$ cat config.mk
export PLATFORM = sky130hd
export DESIGN_NAME = vc_input_buffer
export DESIGN_NICKNAME = d
export VERILOG_FILES = /design/src/rtl/vc_input_buffer_pkg.sv /design/src/rtl/vc_input_buffer_fifo.sv /design/src/rtl/vc_input_buffer.sv
export SDC_FILE = /design/constraint.sdc
export NUM_CORES = 1
export LEC_CHECK = 0
export CORE_ASPECT_RATIO = 0.75
export CORE_MARGIN = 2
export CORE_UTILIZATION = 56
export CTS_BUF_LIST = sky130_fd_sc_hd__clkbuf_16
export CTS_CLUSTER_DIAMETER = 200
export DETAILED_ROUTE_END_ITERATION = 8
export PLACE_DENSITY = 0.8
export SYNTH_ARGS = -nofsm -noshare
export SYNTH_HDL_FRONTEND = slang
export SYNTH_HIERARCHICAL = 1
export SYNTH_SLANG_ARGS = --single-unit
$ cat constraint.sdc
create_clock -name clk -period 3.84 [get_ports clk]
set_input_delay 0.576 -clock clk [delete_from_list [all_inputs] [get_ports clk]]
set_output_delay 0.576 -clock clk [all_outputs]
set_load 0.005 [all_outputs]
$ cat src/rtl/vc_input_buffer_pkg.sv
// vc_input_buffer_pkg: flit-type and per-VC state encodings shared by the VC input buffer.
// Contents: flit_type_e (2-bit type field at the top of every flit), vc_state_e
// (per-VC allocation state) and is_head(), true for the types that open a packet.
package vc_input_buffer_pkg;

    typedef enum logic [1:0] {
        FT_BODY = 2'b00,
        FT_HEAD = 2'b01,
        FT_TAIL = 2'b10,
        FT_HT   = 2'b11
    } flit_type_e;

    typedef enum logic [1:0] {
        ST_IDLE   = 2'b00,
        ST_REQ    = 2'b01,
        ST_ACTIVE = 2'b10
    } vc_state_e;

    function automatic logic is_head(flit_type_e t);
        return t == FT_HEAD || t == FT_HT;
    endfunction

endpackage

$ cat src/rtl/vc_input_buffer_fifo.sv
// vc_fifo: single-VC flit FIFO with a combinational front-of-queue output.
// Ports: clk, clr_n (async active-low reset), push_i/pop_i (qualified by the caller:
// push_i never arrives on full without pop_i, pop_i never arrives on empty),
// data_i (flit to store), data_o (front flit), full_o, empty_o.
module vc_fifo #(
    parameter int FLIT_W = 16,
    parameter int DEPTH  = 4,
    parameter int PTR_W  = 2
) (
    input  logic              clk,
    input  logic              clr_n,
    input  logic              push_i,
    input  logic              pop_i,
    input  logic [FLIT_W-1:0] data_i,
    output logic [FLIT_W-1:0] data_o,
    output logic              full_o,
    output logic              empty_o
);

    logic [FLIT_W-1:0] mem_q [DEPTH];
    logic [PTR_W-1:0]  wr_ptr_q, rd_ptr_q;
    logic [PTR_W:0]    count_q;

    // Storage carries no reset: contents are meaningless while count_q is zero.
    always_ff @(posedge clk) begin
        if (push_i) mem_q[wr_ptr_q] <= data_i;
    end

    // Pointers wrap naturally at DEPTH because DEPTH is a power of two.
    always_ff @(posedge clk or negedge clr_n) begin
        if (!clr_n) begin
            wr_ptr_q <= '0;
            rd_ptr_q <= '0;
            count_q  <= '0;
        end else begin
            if (push_i) wr_ptr_q <= wr_ptr_q + 1'b1;
            if (pop_i) rd_ptr_q <= rd_ptr_q + 1'b1;
            count_q <= count_q + {{PTR_W{1'b0}}, push_i} - {{PTR_W{1'b0}}, pop_i};
        end
    end

    assign data_o  = mem_q[rd_ptr_q];
    // count reaches DEPTH exactly when its top bit sets.
    assign full_o  = count_q[PTR_W];
    assign empty_o = count_q == '0;

endmodule

$ cat src/rtl/vc_input_buffer.sv
// vc_input_buffer: router input port holding one flit FIFO per virtual channel.
// Ports: clk, clr_n (async active-low reset); in_valid/in_vc/in_flit write side;
// rd_en/rd_vc pop/peek select; out_flit/out_valid front of FIFO rd_vc;
// vc_req/vc_active per-VC allocation state; vc_empty per-VC empty;
// credit_out per-VC one-cycle credit after each pop; err sticky protocol error.
module vc_input_buffer
    import vc_input_buffer_pkg::*;
#(
    parameter int FLIT_W = 16,
    parameter int NUM_VC = 2,
    parameter int VC_W   = 1,
    parameter int DEPTH  = 4,
    parameter int PTR_W  = 2
) (
    input  logic              clk,
    input  logic              clr_n,
    input  logic              in_valid,
    input  logic [VC_W-1:0]   in_vc,
    input  logic [FLIT_W-1:0] in_flit,
    input  logic              rd_en,
    input  logic [VC_W-1:0]   rd_vc,
    output logic [FLIT_W-1:0] out_flit,
    output logic              out_valid,
    output logic [NUM_VC-1:0] vc_req,
    output logic [NUM_VC-1:0] vc_active,
    output logic [NUM_VC-1:0] vc_empty,
    output logic [NUM_VC-1:0] credit_out,
    output logic              err
);

    logic [NUM_VC-1:0] in_sel, rd_sel, push, pop, full, empty;
    logic [FLIT_W-1:0] front [NUM_VC];
    flit_type_e        ft [NUM_VC];
    vc_state_e         state_q [NUM_VC];
    logic [NUM_VC-1:0] credit_q;
    logic              err_q, err_set;

    for (genvar v = 0; v < NUM_VC; v++) begin : g_vc
        assign in_sel[v] = in_vc == VC_W'(v);
        assign rd_sel[v] = rd_vc == VC_W'(v);
        // Popping an empty FIFO is a no-op; a same-cycle pop makes room on a full one.
        assign pop[v]    = rd_en && rd_sel[v] && !empty[v];
        assign push[v]   = in_valid && in_sel[v] && (!full[v] || pop[v]);
        assign ft[v]     = flit_type_e'(front[v][FLIT_W-1 -: 2]);
        assign vc_req[v]    = state_q[v] == ST_REQ;
        assign vc_active[v] = state_q[v] == ST_ACTIVE;
        vc_fifo #(.FLIT_W(FLIT_W), .DEPTH(DEPTH), .PTR_W(PTR_W)) u_fifo (
            .clk    (clk),
            .clr_n  (clr_n),
            .push_i (push[v]),
            .pop_i  (pop[v]),
            .data_i (in_flit),
            .data_o (front[v]),
            .full_o (full[v]),
            .empty_o(empty[v])
        );
    end

    always_comb begin
        out_flit  = front[0];
        out_valid = 1'b0;
        for (int i = 0; i < NUM_VC; i++) begin
            if (rd_sel[i]) begin
                out_flit  = front[i];
                out_valid = !empty[i];
            end
        end
    end

    // Error sources: out-of-range VC index, overflow, and a front flit whose type
    // does not fit the VC state (body/tail with no packet open, head inside a packet).
    always_comb begin
        err_set = (in_valid && !(|in_sel)) || (rd_en && !(|rd_sel));
        for (int i = 0; i < NUM_VC; i++) begin
            err_set |= in_valid && in_sel[i] && full[i] && !pop[i];
            err_set |= !empty[i] && (state_q[i] == ST_IDLE ? !is_head(ft[i]) :
                                     state_q[i] == ST_ACTIVE && is_head(ft[i]));
        end
    end

    always_ff @(posedge clk or negedge clr_n) begin
        if (!clr_n) begin
            for (int i = 0; i < NUM_VC; i++) state_q[i] <= ST_IDLE;
            credit_q <= '0;
            err_q    <= 1'b0;
        end else begin
            credit_q <= pop;
            if (err_set) err_q <= 1'b1;
            for (int i = 0; i < NUM_VC; i++) begin
                case (state_q[i])
                    ST_IDLE:   if (!empty[i] && is_head(ft[i])) state_q[i] <= ST_REQ;
                    ST_REQ:    if (pop[i]) state_q[i] <= ft[i] == FT_HEAD ? ST_ACTIVE : ST_IDLE;
                    ST_ACTIVE: if (pop[i] && ft[i] == FT_TAIL) state_q[i] <= ST_IDLE;
                    default:   state_q[i] <= ST_IDLE;
                endcase
            end
        end
    end

    assign vc_empty   = empty;
    assign credit_out = credit_q;
    assign err        = err_q;

endmodule

### After elaboration in Yosys (flattened, before gate mapping)

Memories as Yosys holds them, arrays and structs flattened.
Cells that the tools add are included.

| storage, ports and cells | value |
|---|---|
| flip-flop bits (word level) | 21 |
| RAM bits | 128 |
| input bits | 22 |
| memories kept | 2 |

| cells by class | value |
|---|---|
| $add $sub $neg | 8 |
| eq/ne operators | 16 |
| mux-type cells | 18 |
| bitwise logic cells | 5 |
| reductions and logical operators | 38 |

Memory list:

| memory | words | width | rd ports | clocked after Yosys merged registers in | wr ports | RTL line | RTL |
|---|---|---|---|---|---|---|---|
| g_vc[0].u_fifo.mem_q | 4 | 16 | 1 | 0 | 1 | vc_input_buffer_fifo.sv:20 | `logic [FLIT_W-1:0] mem_q [DEPTH];` |
| g_vc[1].u_fifo.mem_q | 4 | 16 | 1 | 0 | 1 | vc_input_buffer_fifo.sv:20 |  |

Operator list:

| cell | count |
|---|---|
| 1-bit logical AND | 20 |
| 16-bit 2-to-1 mux | 1 |
| 2-bit 2-to-1 mux | 8 |
| 2-bit == test (second input constant) | 6 |
| 2-bit by 1-bit inequality test with 1-bit output (second input constant) | 6 |
| 2-bit one-hot mux with 3 select lines | 2 |
| 2-bit by 1-bit adder with 2-bit output (second input constant) | 4 |
| 2-bit by 1-bit == test with 1-bit output (second input constant) | 4 |
| 1-bit zero test | 8 |
| 1-bit 2-to-1 mux | 7 |
| 3-bit by 1-bit adder with 3-bit output | 2 |
| 3-bit zero test | 2 |
| 3-bit AND reduction | 2 |
| 3-bit by 1-bit subtractor with 3-bit output | 2 |
| 2-bit zero test | 2 |
| 1-bit logical OR | 4 |
| 1-bit bitwise OR | 3 |
| 1-bit inverter | 2 |

### Depth between registers and ports, before layout

Gate-level depths: netlist of the first run.
An unclocked memory read counts as a cell.

| depth | value |
|---|---|
| word-level depth | 9 |
| depth in mapped cells | 9 |
| gate-level depth less buffers | 9 |

### Hierarchy

Netlist of the first run, hierarchy kept.

By module, submodules not included:

| module | instances | cells an instance | area an instance (um^2) | seq. area each (um^2) |
|---|---|---|---|---|
| vc_fifo | 2 | 117 | 2732.6 | 2097.0 |
| vc_input_buffer | 1 | 64 | 576.8 | 175.2 |

### Least setup slack after synthesis of the first run

No wires, ideal clock.

| timing | value |
|---|---|
| path type | register to register |
| start | reg g_vc[1].u_fifo.count_q[1] |
| end | reg g_vc[1].u_fifo.count_q[2] |
| library setup time | 0.123 ns |
| arrival | 2.182 ns |
| data required time | 3.717 ns |
| path slack | 1.535 ns |
| stages on the path, launching flop included | 10 |
| buffers on the path | 0 |
| cell sequence | dfrtp_1 nor3_1 nand3b_1 inv_1 ha_1 inv_1 ha_1 fa_1 xnor2_1 xnor2_1 |

| between the ends | value |
|---|---|
| word-level cells in the longest chain between the ends | 7 |

Ends and longest elaborated chain:

| what | RTL line | RTL |
|---|---|---|
| start, declared | vc_input_buffer_fifo.sv:22 | `logic [PTR_W:0] count_q;` |
| start signal, assigned | vc_input_buffer_fifo.sv:38 | `count_q <= count_q + {{PTR_W{1'b0}}, push_i} - {{PTR_W{1'b0}}, pop_i};` |
| 3-bit zero test * | vc_input_buffer_fifo.sv:45 | `assign empty_o = count_q == '0;` |
| net vc_empty[1] | vc_input_buffer.sv:26 | `output logic [NUM_VC-1:0] vc_empty,` |
| 1-bit zero test * | vc_input_buffer.sv:42 | `assign pop[v] = rd_en && rd_sel[v] && !empty[v];` |
| 1-bit logical AND * | vc_input_buffer.sv:42 |  |
| net pop[1] | vc_input_buffer.sv:31 | `logic [NUM_VC-1:0] in_sel, rd_sel, push, pop, full, empty;` |
| 1-bit logical OR | vc_input_buffer.sv:43 | `assign push[v] = in_valid && in_sel[v] && (!full[v] \|\| pop[v]);` |
| 1-bit logical AND | vc_input_buffer.sv:43 |  |
| 3-bit by 1-bit adder with 3-bit output | vc_input_buffer_fifo.sv:38 |  |
| 3-bit by 1-bit subtractor with 3-bit output * | vc_input_buffer_fifo.sv:38 |  |

Mark *: on every way through the listed nets, which the timed path passes. The rest lies on a longest branch.
A chain may end at the register's enable or synchronous reset.

==> results of run 1 <==
[logic make-up (layout without fill, tap and decap cells)]
group	count (synthesis)	in the layout	synth area share, %
AND/OR/NAND/NOR	31	31	2.86
multiplexers	47	47	15.7
AO/OA/AOI/OAI	16	16	1.53
adder cells (fa/ha/maj)	14	14	3.15
buffers and inverters	29	109	2.71
flip-flops	149	149	72.3
XOR/XNOR	12	12	1.74
[metal layers]
| layer | part of all wire, % | up-vias | track usage (%) | routed length [um] |
|---|---|---|---|---|
| met5 | 0 | - | 0 | 0 |
| met4 | 1.4 | 0 | 8.52 | 149 |
| met3 | 6.3 | 13 | 5.64 | 695 |
| met2 | 47 | 117 | 31.8 | 5130 |
| met1 | 45 | 1501 | 30.1 | 4980 |
| li1 | - | 1314 | - | - |
[synthesized netlist by cell type]
library cell | n | area, um2
sky130_fd_sc_hd__edfxtp_1 | 128 | 3840
sky130_fd_sc_hd__dfrtp_1 | 21 | 526
sky130_fd_sc_hd__inv_1 | 18 | 67.6
sky130_fd_sc_hd__mux4_1 | 16 | 420
sky130_fd_sc_hd__mux4_2 | 16 | 360
sky130_fd_sc_hd__mux2_2 | 14 | 158
sky130_fd_sc_hd__ha_1 | 12 | 150
sky130_fd_sc_hd__and2_1 | 8 | 50.1
sky130_fd_sc_hd__nand2_1 | 8 | 30.0
sky130_fd_sc_hd__o21ai_0 | 8 | 40.0
sky130_fd_sc_hd__buf_2 | 6 | 30.0
sky130_fd_sc_hd__xnor2_1 | 6 | 52.6
sky130_fd_sc_hd__xor2_1 | 6 | 52.6
sky130_fd_sc_hd__a21oi_1 | 4 | 20.0
sky130_fd_sc_hd__nor2b_1 | 4 | 25.0
sky130_fd_sc_hd__nor3_1 | 4 | 20.0
sky130_fd_sc_hd__a31oi_1 | 2 | 12.5
sky130_fd_sc_hd__buf_12 | 2 | 40.0
sky130_fd_sc_hd__buf_6 | 2 | 22.5
sky130_fd_sc_hd__fa_1 | 2 | 40.0
sky130_fd_sc_hd__nor2_1 | 2 | 7.51
sky130_fd_sc_hd__nor3b_1 | 2 | 15.0
sky130_fd_sc_hd__a2111o_1 | 1 | 11.3
sky130_fd_sc_hd__inv_2 | 1 | 3.75
sky130_fd_sc_hd__mux2i_1 | 1 | 10.0
sky130_fd_sc_hd__nand2b_1 | 1 | 6.26
sky130_fd_sc_hd__nand3b_1 | 1 | 7.51
sky130_fd_sc_hd__o32ai_1 | 1 | 8.76
sky130_fd_sc_hd__or3b_4 | 1 | 11.3
[critical path: stages (launching register included)]
cell and delay [ns]:
sky130_fd_sc_hd__dfrtp_1 0.81, sky130_fd_sc_hd__buf_4 0.33, sky130_fd_sc_hd__mux4_2 0.56, sky130_fd_sc_hd__inv_1 0.11, sky130_fd_sc_hd__o21ai_0 0.10, sky130_fd_sc_hd__clkdlybuf4s50_1 0.45
[power by group through the flow]
stage / clock network (mW) / registers (mW) / logic, mW
2_1_floorplan: 0 / 2.08 / 0.969
3_3_place_gp: 0 / 2.22 / 1.29
3_5_place_dp: 0 / 2.24 / 1.33
4_1_cts: 1.74 / 2.21 / 1.35
5_1_grt: 1.81 / 2.23 / 1.45
6_report: 1.71 / 2.20 / 1.32
[final cells by class]
type | count | area share (%)
clock buffer | 17 | 5.84
sequential | 149 | 59.9
inverter | 19 | 0.978
timing repair buffer | 58 | 7.59
multi-input combinational | 120 | 20.7
tap | 136 | 2.33
clock inverter | 15 | 2.63
[state kept, by name (all words and copies together), names as in the netlist]
| name | cells |
|---|---|
| g_vc.u_fifo/wr_ptr_q | 4 |
| state_q | 4 |
| g_vc.u_fifo/count_q | 6 |
| g_vc.u_fifo/rd_ptr_q | 4 |
| credit_out | 2 |
| g_vc.u_fifo/mem_q | 128 |
| err | 1 |
[cells in the final DEF (no fill, tap or decap), drive strengths merged, types with 6 or more instances in the layout]
| cell | n |
|---|---|
| and2 | 8 |
| buf | 11 |
| clkbuf | 17 |
| clkdlybuf4s50 | 47 |
| dfrtp | 21 |
| edfxtp | 128 |
| ha | 12 |
| inv | 26 |
| mux2 | 14 |
| mux4 | 32 |
| nand2 | 8 |
| o21ai | 8 |
| xnor2 | 6 |
| xor2 | 6 |
[worst max path at each step]
stage / endpoint / slack (ns) / cells past startpoint
after floorplan: g_vc[1].u_fifo/count_q[2] / 1.53 / 9
after global placement: out_flit[6] / 0.75 / 4
after detailed placement: g_vc[0].u_fifo/count_q[2] / 0.69 / 9
after CTS: out_flit[14] / 0.43 / 5
after global routing: out_flit[14] / 0.34 / 5
final: out_flit[14] / 0.47 / 5
[stage by stage]
stage	area [um2]	power, mW	worst slack [ns]	instances
after floorplan	6040	3.05	1.53	298
after global placement	6670	3.52	0.752	482
after detailed placement	6670	3.57	0.692	482
after CTS	7290	5.29	0.428	514
after global routing	7290	5.49	0.337	514
final	7290	5.23	0.471	514
==> impl_summary.txt, run 1 <==
----------------------------------------------------
[Run status]
  Outcome ... completed

[Clocking]
  Hold bufs inserted after CTS ... 0
  Clock sinks ... 149
  Clock transition at the registers of the reported paths ... ~0.06 ns
  Root buffer selected by CTS ... sky130_fd_sc_hd__clkbuf_16
  Buffer depth of the longest clock path ... 2
  H-Tree Depth ... 4
  Clock buffer count from CTS ... 17
  Buffer count from post-CTS setup fixing ... 0
  Resized cells post-CTS ... 0
  Later-pin clock latency in the skew report ... 0.42 ns
  CTS tree ... built

[STA]
  Worst hold slack ... between 0.5 and 0.6 ns
  Final-report setup violation count ... 0
  Max Transition Viols Final ... 0
  Setup TNS Final ... 0 ns
  Setup skew after layout ... roughly 0.0076 ns
  Actual transition at the worst max-transition pin ... between 0.9 and 1 ns
  Highest attainable clock frequency ... 297 MHz
  Fraction of the cycle the final worst path needs ... 87.7%
  RSZ-0062 raised after global routing ... false
  Number of endpoints with negative hold slack in the final report ... 0
  Clock period minus final worst setup slack ... 3.37 ns
  Headroom to the max-slew limit ... 37.3%

[Flow run]
  Maxcap violations ... 0

[Yosys]
  Total nets after synthesis ... 334
  Share of synthesized area occupied by flip-flops and latches ... 72.3%
  Per-instance average area after synthesis ... 20.3 um2
  Yosys warnings ... 6
  Number of different library cells in the post-synthesis netlist ... 29
  Netlist Area Pre-Place ... 0.00604 mm2
  Seq cells post-synth ... between 100 and 150
  Mapped Cells ... 298

[Worst setup path]
  Worst-case reg-to-reg path depth ... 9
  End of the worst register-to-register path ... g_vc[0].u_fifo/count_q[2]
  Type of element launching the critical path ... flop
  Data required time at the worst endpoint ... 3.26 ns
  R2r startpoint ... g_vc[0].u_fifo/count_q[1]
  CP Max Fanout ... 12
  Worst EP arrival ... 2.79 ns
  R2r setup slk ... between 1 and 1.5 ns
  Setup Crit Path Kind ... flop to output pin
  Kind of end point of the critical path ... output pin
  Startpoint of the worst setup timing path ... g_vc[0].u_fifo/rd_ptr_q[0]

[Pwr]
  Sw Pwr ... 1.43 mW
  Clock network fraction of design power ... 32.7%
  Portion of total power attributed to sequential cells ... between 40% and 50%
  Worst IR Drop VDD ... roughly 550 uV
  Switching Share ... 27.4%
  Static leakage ... 2.61 nW
  Internal power summed over all cells ... approximately 3.8 mW
  Portion of total power attributed to combinational logic ... 25.3%
  Power density cells ... 718 mW/mm2

[Floorplanning]
  # IOs ... 48
  Horizontal die dimension ... around 120 um
  Die area ... between 0.01 and 0.015 mm2
  Initial standard-cell utilization of the core ... 58.0%
  Rows ... 32
  Die span in y ... 94.0 um
  Core region area ... 0.0104 mm2

[Routing]
  Routed via count ... 2,945
  Average routed wire per standard cell ... approximately 21 um
  Violation count after the first detailed-route iteration ... 174
  DRC violation count after routing ... 0
  Pre-antenna DRT Iters ... 5
  Final routed wirelength across all metal layers ... 11.0 mm
  Number of routed nets with antenna violations ... 0
  Detailed-route vias per instance ... 5.73

[Global route]
  Wire length of the first global-routing pass ... 17.0 mm
  GRT Residual Overflow ... 0
  Initial antenna violation count ... 0
  GRT Total Usage ... 21.2%
  Maximum number of pins on one net before global-route repair ... 22
  Via count of the first global-routing pass ... between 3,000 and 4,000

[Layout]
  Synthesis-to-finish area growth ... 20.6%
  Diode count ... 0
  Footprint of the multi-input gates ... between 0.0015 and 0.002 mm2
  Post-layout net count ... 401
  Layout cells sized above 1 ... between 15 and 20%
  Fraction of the core area covered by cells at the end of the flow ... 70.0%
  Fill cells ... 669
  Sequential cell area ... roughly 0.0044 mm2

[Placed design]
  Routability congestion estimate from global placement ... 0.783
  Placed wire-length estimate ... 6.93 mm
  Quantity of I/O buffers inserted on ports ... 47

[Hold path]
  Worst hold path type ... flop to flop
  Worst hold stages ... 1
  Endpoint of the worst hold-timing path ... err
  Startpoint of the worst hold path ... err

----------------------------------------------------
No activity file was read; power rests on OpenSTA's default activity.
==> run 2, diff against run 1 <==
CORE_UTILIZATION = 51   (was 56)
DONT_BUFFER_PORTS = 1   (was unset)
PLACE_DENSITY = 0.69   (was 0.8)
==> impl_summary.txt, run 2 (synthesized netlist as in run 1, its figures left out) <==
----------------------------------------------------
[Pwr]
  Clock network fraction of design power ... 33.7% (was 32.7%)
  Sw Pwr ... 1.31 mW (was 1.43 mW)
  Worst IR Drop VDD ... 324 uV (was 549 uV)
  Portion of total power attributed to sequential cells ... 44.8% (was 42.1%)
  Tot Pwr ... 4.89 mW (was 5.23 mW)
  Portion of total power attributed to combinational logic ... 21.5% (was 25.3%)
  Switching Share ... 26.9% (was 27.4%)
  Static leakage ... 2.41 nW (was 2.61 nW)
  Internal power summed over all cells ... 3.57 mW (was 3.80 mW)
  Power density cells ... 719 mW/mm2 (was 718 mW/mm2)

[Routing]
  Final routed wirelength across all metal layers ... 10.6 mm (was 11.0 mm)
  Routed via count ... 2,678 (was 2,945)
  Number of routed nets with antenna violations ... 0 (unchanged)
  Detailed-route vias per instance ... 5.52 (was 5.73)
  Pre-antenna DRT Iters ... 4 (was 5)
  DRC violation count after routing ... 0 (unchanged)
  Violation count after the first detailed-route iteration ... 181 (was 174)
  Average routed wire per standard cell ... 21.8 um (was 21.3 um)

[Global route]
  GRT Total Usage ... 18.4% (was 21.2%)
  Via count of the first global-routing pass ... 2,837 (was 3,038)
  GRT Residual Overflow ... 0 (unchanged)
  Initial antenna violation count ... 0 (unchanged)
  Maximum number of pins on one net before global-route repair ... 22 (unchanged)
  Wire length of the first global-routing pass ... 16.4 mm (was 17.0 mm)

[Worst setup path]
  Setup Crit Path Kind ... flop to output pin (unchanged)
  Type of element launching the critical path ... flop (unchanged)
  Data required time at the worst endpoint ... 3.26 ns (about the same)
  CP Max Fanout ... 10 (was 12)
  R2r startpoint ... g_vc[0].u_fifo/count_q[2] (was g_vc[0].u_fifo/count_q[1])
  Startpoint of the worst setup timing path ... g_vc[1].u_fifo/rd_ptr_q[0] (was g_vc[0].u_fifo/rd_ptr_q[0])
  Kind of end point of the critical path ... output pin (unchanged)
  Worst EP arrival ... 2.27 ns (was 2.79 ns)
  R2r setup slk ... 1.18 ns (was 1.20 ns)

[Layout]
  Layout cells sized above 1 ... 19.5% (was 19.8%)
  Sequential cell area ... 0.00437 mm2 (unchanged)
  Synthesis-to-finish area growth ... 12.4% (was 20.6%)
  Diode count ... 0 (unchanged)
  Top library cells by usage in the layout, fill and taps aside ... sky130_fd_sc_hd__edfxtp_1, sky130_fd_sc_hd__clkbuf_16, sky130_fd_sc_hd__inv_1, sky130_fd_sc_hd__dfrtp_1 (was sky130_fd_sc_hd__edfxtp_1, sky130_fd_sc_hd__clkdlybuf4s50_1, sky130_fd_sc_hd__dfrtp_1)
  Footprint of the multi-input gates ... 0.00151 mm2 (unchanged)
  Fill cells ... 859 (was 669)
  Largest registers ... g_vc.u_fifo/mem_q (128), g_vc.u_fifo/count_q (6) (unchanged)
  Post-layout net count ... 346 (was 401)
  Largest register FFs ... 128 (unchanged)
  Largest Register ... g_vc.u_fifo/mem_q (unchanged)
  Most common library cell in the layout ignoring fill and taps ... sky130_fd_sc_hd__edfxtp_1 (unchanged)

[Hold path]
  Startpoint of the worst hold path ... in_flit[6] (was err)
  Worst hold path type ... primary input to flop (was flop to flop)

[Floorplanning]
  Die span in y ... 98.3 um (was 94.0 um)
  # IOs ... 48 (unchanged)
  Core region area ... 0.0116 mm2 (was 0.0104 mm2)
  Rows ... 34 (was 32)
  Die area ... 0.0127 mm2 (was 0.0116 mm2)
  Horizontal die dimension ... 130 um (was 124 um)
  Initial standard-cell utilization of the core ... 52.2% (was 58.0%)

[Clocking]
  Clock sinks ... 149 (unchanged)
  Buffer depth of the longest clock path ... 2 (unchanged)
  Later-pin clock latency in the skew report ... 0.42 ns (about the same)
  Clock transition at the registers of the reported paths ... 0.06 ns (about the same)
  Root buffer selected by CTS ... sky130_fd_sc_hd__clkbuf_16 (unchanged)
  H-Tree Depth ... 4 (unchanged)
  Clock buffer count from CTS ... 17 (unchanged)
  CTS tree ... built (unchanged)
  Resized cells post-CTS ... 0 (unchanged)

[STA]
  RSZ-0062 raised after global routing ... false (unchanged)
  Setup TNS Final ... 0 ns (unchanged)
  Number of endpoints with negative hold slack in the final report ... 0 (unchanged)
  Headroom to the max-slew limit ... 33.3% (was 37.3%)
  Fraction of the cycle the final worst path needs ... 74.1% (was 87.7%)
  Final-report setup violation count ... 0 (unchanged)
  Setup skew after layout ... 0.0114 ns (was 0.00757 ns)
  Clock period minus final worst setup slack ... 2.85 ns (was 3.37 ns)
  Actual transition at the worst max-transition pin ... 1.00 ns (was 0.937 ns)
  Max Transition Viols Final ... 0 (unchanged)
  Highest attainable clock frequency ... 351 MHz (was 297 MHz)

[Flow run]
  Maxcap violations ... 0 (unchanged)

[Run status]
  Outcome ... completed (unchanged)

[Placed design]
  Placed wire-length estimate ... 6.25 mm (was 6.93 mm)
  Quantity of I/O buffers inserted on ports ... 0 (was 47)
  Routability congestion estimate from global placement ... 0.756 (was 0.783)

----------------------------------------------------
==> run 2: cell types whose count changed in the layout (fill, tap and decap cells not counted), moves of 3 or more <==
cell,delta
sky130_fd_sc_hd__clkinvlp_4,-3
sky130_fd_sc_hd__buf_4,-9
sky130_fd_sc_hd__clkbuf_16,+6
sky130_fd_sc_hd__inv_2,+3
sky130_fd_sc_hd__bufinv_16,-3
sky130_fd_sc_hd__inv_6,-7
sky130_fd_sc_hd__inv_1,+3
sky130_fd_sc_hd__clkdlybuf4s50_1,-47
==> run 2: power groups by stage <==
stage / Clock, mW / Sequential [mW] / Combinational [mW]
5_1_grt: 1.75 / 2.22 / 1.17
4_1_cts: 1.67 / 2.19 / 1.07
6_report: 1.65 / 2.19 / 1.05
2_1_floorplan: 0 / 2.08 / 0.969
3_3_place_gp: 0 / 2.21 / 1.04
3_5_place_dp: 0 / 2.22 / 1.06
==> run 2: area by class of cell <==
type	instances	share of cell area [%]
inverters	19	1.05
clock buffers	23	8.47
clock inverters	9	0.571
repair buffers	3	0.368
flip-flops and latches	149	64.3
multi-input cells	120	22.2
well taps	162	2.98
==> run 2: worst paths after layout <==
kind | to | depth (start not counted)
max | out_flit[11] | 3
min | g_vc[1].u_fifo/mem_q[1][6] | 0
max reg2reg | g_vc[0].u_fifo/mem_q[2][11] | 4
min reg2reg | err | 1
max in group asynchronous | state_q[0] | 1
min in group asynchronous | state_q[2] | 1
==> run 2: per-layer routing <==
layer | global-route usage [%] | up-vias | wire [um] | part of all wire (%)
li1 | - | 1195 | - | -
met1 | 25.6 | 1403 | 4760 | 45
met2 | 27.2 | 67 | 5010 | 47
met3 | 6.14 | 13 | 646 | 6.1
met4 | 7.36 | 0 | 153 | 1.4
met5 | 0 | - | 0 | 0
==> run 2: repair_timing <==
action | 4_1_cts | 5_1_grt
endpoints found under the hold margin | 21 | 0
hold buffers | 1 | 0
buffers inserted | 0 | 0
endpoints found under the setup margin | 0 | 0
==> run 2: worst max-delay path: stages, from the launching register on <==
cell,delay [ns]
sky130_fd_sc_hd__dfrtp_1,0.66
sky130_fd_sc_hd__buf_4,0.36
sky130_fd_sc_hd__mux4_2,0.53
sky130_fd_sc_hd__mux2_2,0.30
==> run 2: through the flow <==
step / instances / cell area, um2 / utilization [%] / setup slack (ns) / hold WS (ns)
after floorplan: 298 / 6040 / - / 1.53 / 0.280
after global placement: 452 / 6170 / 53.3 / 1.23 / 0.281
after detailed placement: 452 / 6170 / 53.3 / 1.13 / 0.281
after CTS: 485 / 6790 / 58.7 / 0.949 / 0.240
after global routing: 485 / 6790 / 58.7 / 0.848 / 0.231
final: 485 / 6790 / 58.7 / 0.993 / 0.249
==> run 3, diff against run 2 <==
clock period = 2.95 ns   (was 3.84 ns; I/O delays follow)
==> impl_summary.txt, run 3 (synthesized netlist as in run 1, its figures left out) <==
----------------------------------------------------
[Run status]
  Outcome ... completed (unchanged)

[Pwr]
  Power density cells ... 933 mW/mm2 (was 719 mW/mm2)
  Portion of total power attributed to sequential cells ... 43.0% (was 44.8%)
  Static leakage ... 2.46 nW (was 2.41 nW)
  Switching Share ... 26.6% (was 26.9%)
  Sw Pwr ... 1.70 mW (was 1.31 mW)
  Portion of total power attributed to combinational logic ... 23.3% (was 21.5%)
  Internal power summed over all cells ... 4.71 mW (was 3.57 mW)
  Worst IR Drop VDD ... 488 uV (was 324 uV)
  Clock network fraction of design power ... 33.7% (about the same)

[STA]
  Fraction of the cycle the final worst path needs ... ~84%
  Headroom to the max-slew limit ... 35.6% (was 33.3%)
  Final-report setup violation count ... 0 (unchanged)
  Setup TNS Final ... 0 ns (unchanged)
  Clock period minus final worst setup slack ... between 2 and 2.5 ns
  Number of endpoints with negative hold slack in the final report ... 0 (unchanged)
  Setup skew after layout ... 0.0134 ns (was 0.0114 ns)
  RSZ-0062 raised after global routing ... false (unchanged)
  Worst hold slack ... 0.127 ns (was 0.249 ns)
  Highest attainable clock frequency ... 402 MHz
  Actual transition at the worst max-transition pin ... 0.963 ns (was 1.00 ns)
  Max Transition Viols Final ... 0 (unchanged)

[Worst setup path]
  Setup Crit Path Kind ... flop to output pin (unchanged)
  Type of element launching the critical path ... flop (unchanged)
  CP Max Fanout ... 17 (was 10)
  Data required time at the worst endpoint ... 2.51 ns (was 3.26 ns)
  Worst EP arrival ... 2.05 ns (was 2.27 ns)
  Kind of end point of the critical path ... output pin (unchanged)

[Layout]
  Footprint of the multi-input gates ... 0.00151 mm2 (unchanged)
  Sequential cell area ... 0.00437 mm2 (unchanged)
  Diode count ... 0 (unchanged)
  Synthesis-to-finish area growth ... 13.8% (was 12.4%)
  Fraction of the core area covered by cells at the end of the flow ... 59.4% (was 58.7%)
  Largest register FFs ... 128 (unchanged)
  Post-layout net count ... 359 (was 346)
  Largest Register ... g_vc.u_fifo/mem_q (unchanged)
  Largest registers ... g_vc.u_fifo/mem_q (128), g_vc.u_fifo/count_q (6) (unchanged)
  Most common library cell in the layout ignoring fill and taps ... sky130_fd_sc_hd__edfxtp_1 (unchanged)
  Layout cells sized above 1 ... 22.0% (was 19.5%)
  Fill cells ... 859 (unchanged)
  Top library cells by usage in the layout, fill and taps aside ... sky130_fd_sc_hd__edfxtp_1, sky130_fd_sc_hd__inv_1, sky130_fd_sc_hd__dfrtp_1 (was sky130_fd_sc_hd__edfxtp_1, sky130_fd_sc_hd__clkbuf_16, sky130_fd_sc_hd__inv_1, sky130_fd_sc_hd__dfrtp_1)

[Floorplanning]
  # IOs ... 48 (unchanged)
  Rows ... 34 (unchanged)
  Die area ... 0.0127 mm2 (unchanged)
  Die span in y ... 98.3 um (unchanged)
  Initial standard-cell utilization of the core ... 52.2% (unchanged)
  Core region area ... 0.0116 mm2 (unchanged)
  Horizontal die dimension ... 130 um (unchanged)

[Placed design]
  Quantity of I/O buffers inserted on ports ... 0 (unchanged)
  Placed wire-length estimate ... 6.65 mm (was 6.25 mm)
  Routability congestion estimate from global placement ... 0.782 (was 0.756)

[Routing]
  Detailed-route vias per instance ... 5.53 (was 5.52)
  Routed via count ... 2,752 (was 2,678)
  Violation count after the first detailed-route iteration ... 220 (was 181)
  Number of routed nets with antenna violations ... 0 (unchanged)
  Final routed wirelength across all metal layers ... 10.8 mm (was 10.6 mm)
  Pre-antenna DRT Iters ... 4 (unchanged)
  DRC violation count after routing ... 0 (unchanged)
  Average routed wire per standard cell ... 21.6 um (was 21.8 um)

[Clocking]
  Buffer count from post-CTS setup fixing ... 0 (unchanged)
  Clock buffer count from CTS ... 17 (unchanged)
  Hold bufs inserted after CTS ... 1 (unchanged)
  CTS tree ... built (unchanged)
  Resized cells post-CTS ... 0 (unchanged)
  H-Tree Depth ... 4 (unchanged)
  Clock sinks ... 149 (unchanged)
  Later-pin clock latency in the skew report ... 0.41 ns (was 0.42 ns)
  Buffer depth of the longest clock path ... 2 (unchanged)
  Clock transition at the registers of the reported paths ... 0.06 ns (about the same)
  Root buffer selected by CTS ... sky130_fd_sc_hd__clkbuf_16 (unchanged)

[Hold path]
  Worst hold path type ... primary input to flop (unchanged)

[Flow run]
  Maxcap violations ... 0 (unchanged)

[Global route]
  Maximum number of pins on one net before global-route repair ... 22 (unchanged)
  Via count of the first global-routing pass ... 2,870 (was 2,837)
  GRT Residual Overflow ... 0 (unchanged)
  GRT Total Usage ... 18.5% (was 18.4%)
  Initial antenna violation count ... 0 (unchanged)
  Wire length of the first global-routing pass ... 16.8 mm (was 16.4 mm)

----------------------------------------------------
-- run 3: worst paths after layout --
check | startpoint | endpoint | slack (ns) | cells past startpoint
hold reg to reg | state_q[1] | state_q[0] | 0.49 | 1
hold / removal | in_flit[9] | g_vc[0].u_fifo/mem_q[3][9] | 0.13 | 0
min in group asynchronous | clr_n | err | 0.63 | 1
max in group asynchronous | clr_n | g_vc[0].u_fifo/wr_ptr_q[0] | 1.72 | 1
setup / recovery | g_vc[1].u_fifo/rd_ptr_q[1] | out_flit[13] | 0.46 | 2
setup reg to reg | g_vc[1].u_fifo/count_q[2] | g_vc[1].u_fifo/mem_q[0][5] | 0.46 | 6
-- run 3: critical path: stages (launching register included) --
cell and delay [ns]:
sky130_fd_sc_hd__dfrtp_1 0.88, sky130_fd_sc_hd__mux4_2 0.45, sky130_fd_sc_hd__mux2_2 0.31
-- run 3: layer usage --
metal / vias up / global-route usage (%) / part of all wire (%)
met5: - / 0 / 0
met4: 0 / 8.60 / 0.72
met3: 4 / 5.10 / 8.1
met2: 96 / 25.3 / 45
met1: 1427 / 28.0 / 46
li1: 1225 / - / -
-- run 3: metrics by stage --
stage	total power, mW	area (um2)	cells	setup WS, ns
5_1_grt	6.73	6870	498	0.334
3_3_place_gp	4.26	6260	465	0.584
2_1_floorplan	3.97	6040	298	0.645
6_report	6.42	6870	498	0.460
4_1_cts	6.49	6870	498	0.402
3_5_place_dp	4.30	6260	465	0.504
-- run 3: power by group through the flow --
stage	clock network (mW)	registers [mW]	logic, mW
finish	2.17	2.76	1.49
global route	2.29	2.79	1.65
CTS	2.20	2.76	1.53
detailed placement	0	2.80	1.50
global placement	0	2.79	1.47
floorplan	0	2.71	1.26
-- run 3: cell type report --
type                    instances  area share, %
clock buffers                  17           6.19
clock inverters                15           2.53
inverters                      19           1.04
multi-input cells             120           22.0
flip-flops and latches        149           63.6
well taps                     162           2.95
repair buffers                 16           1.78
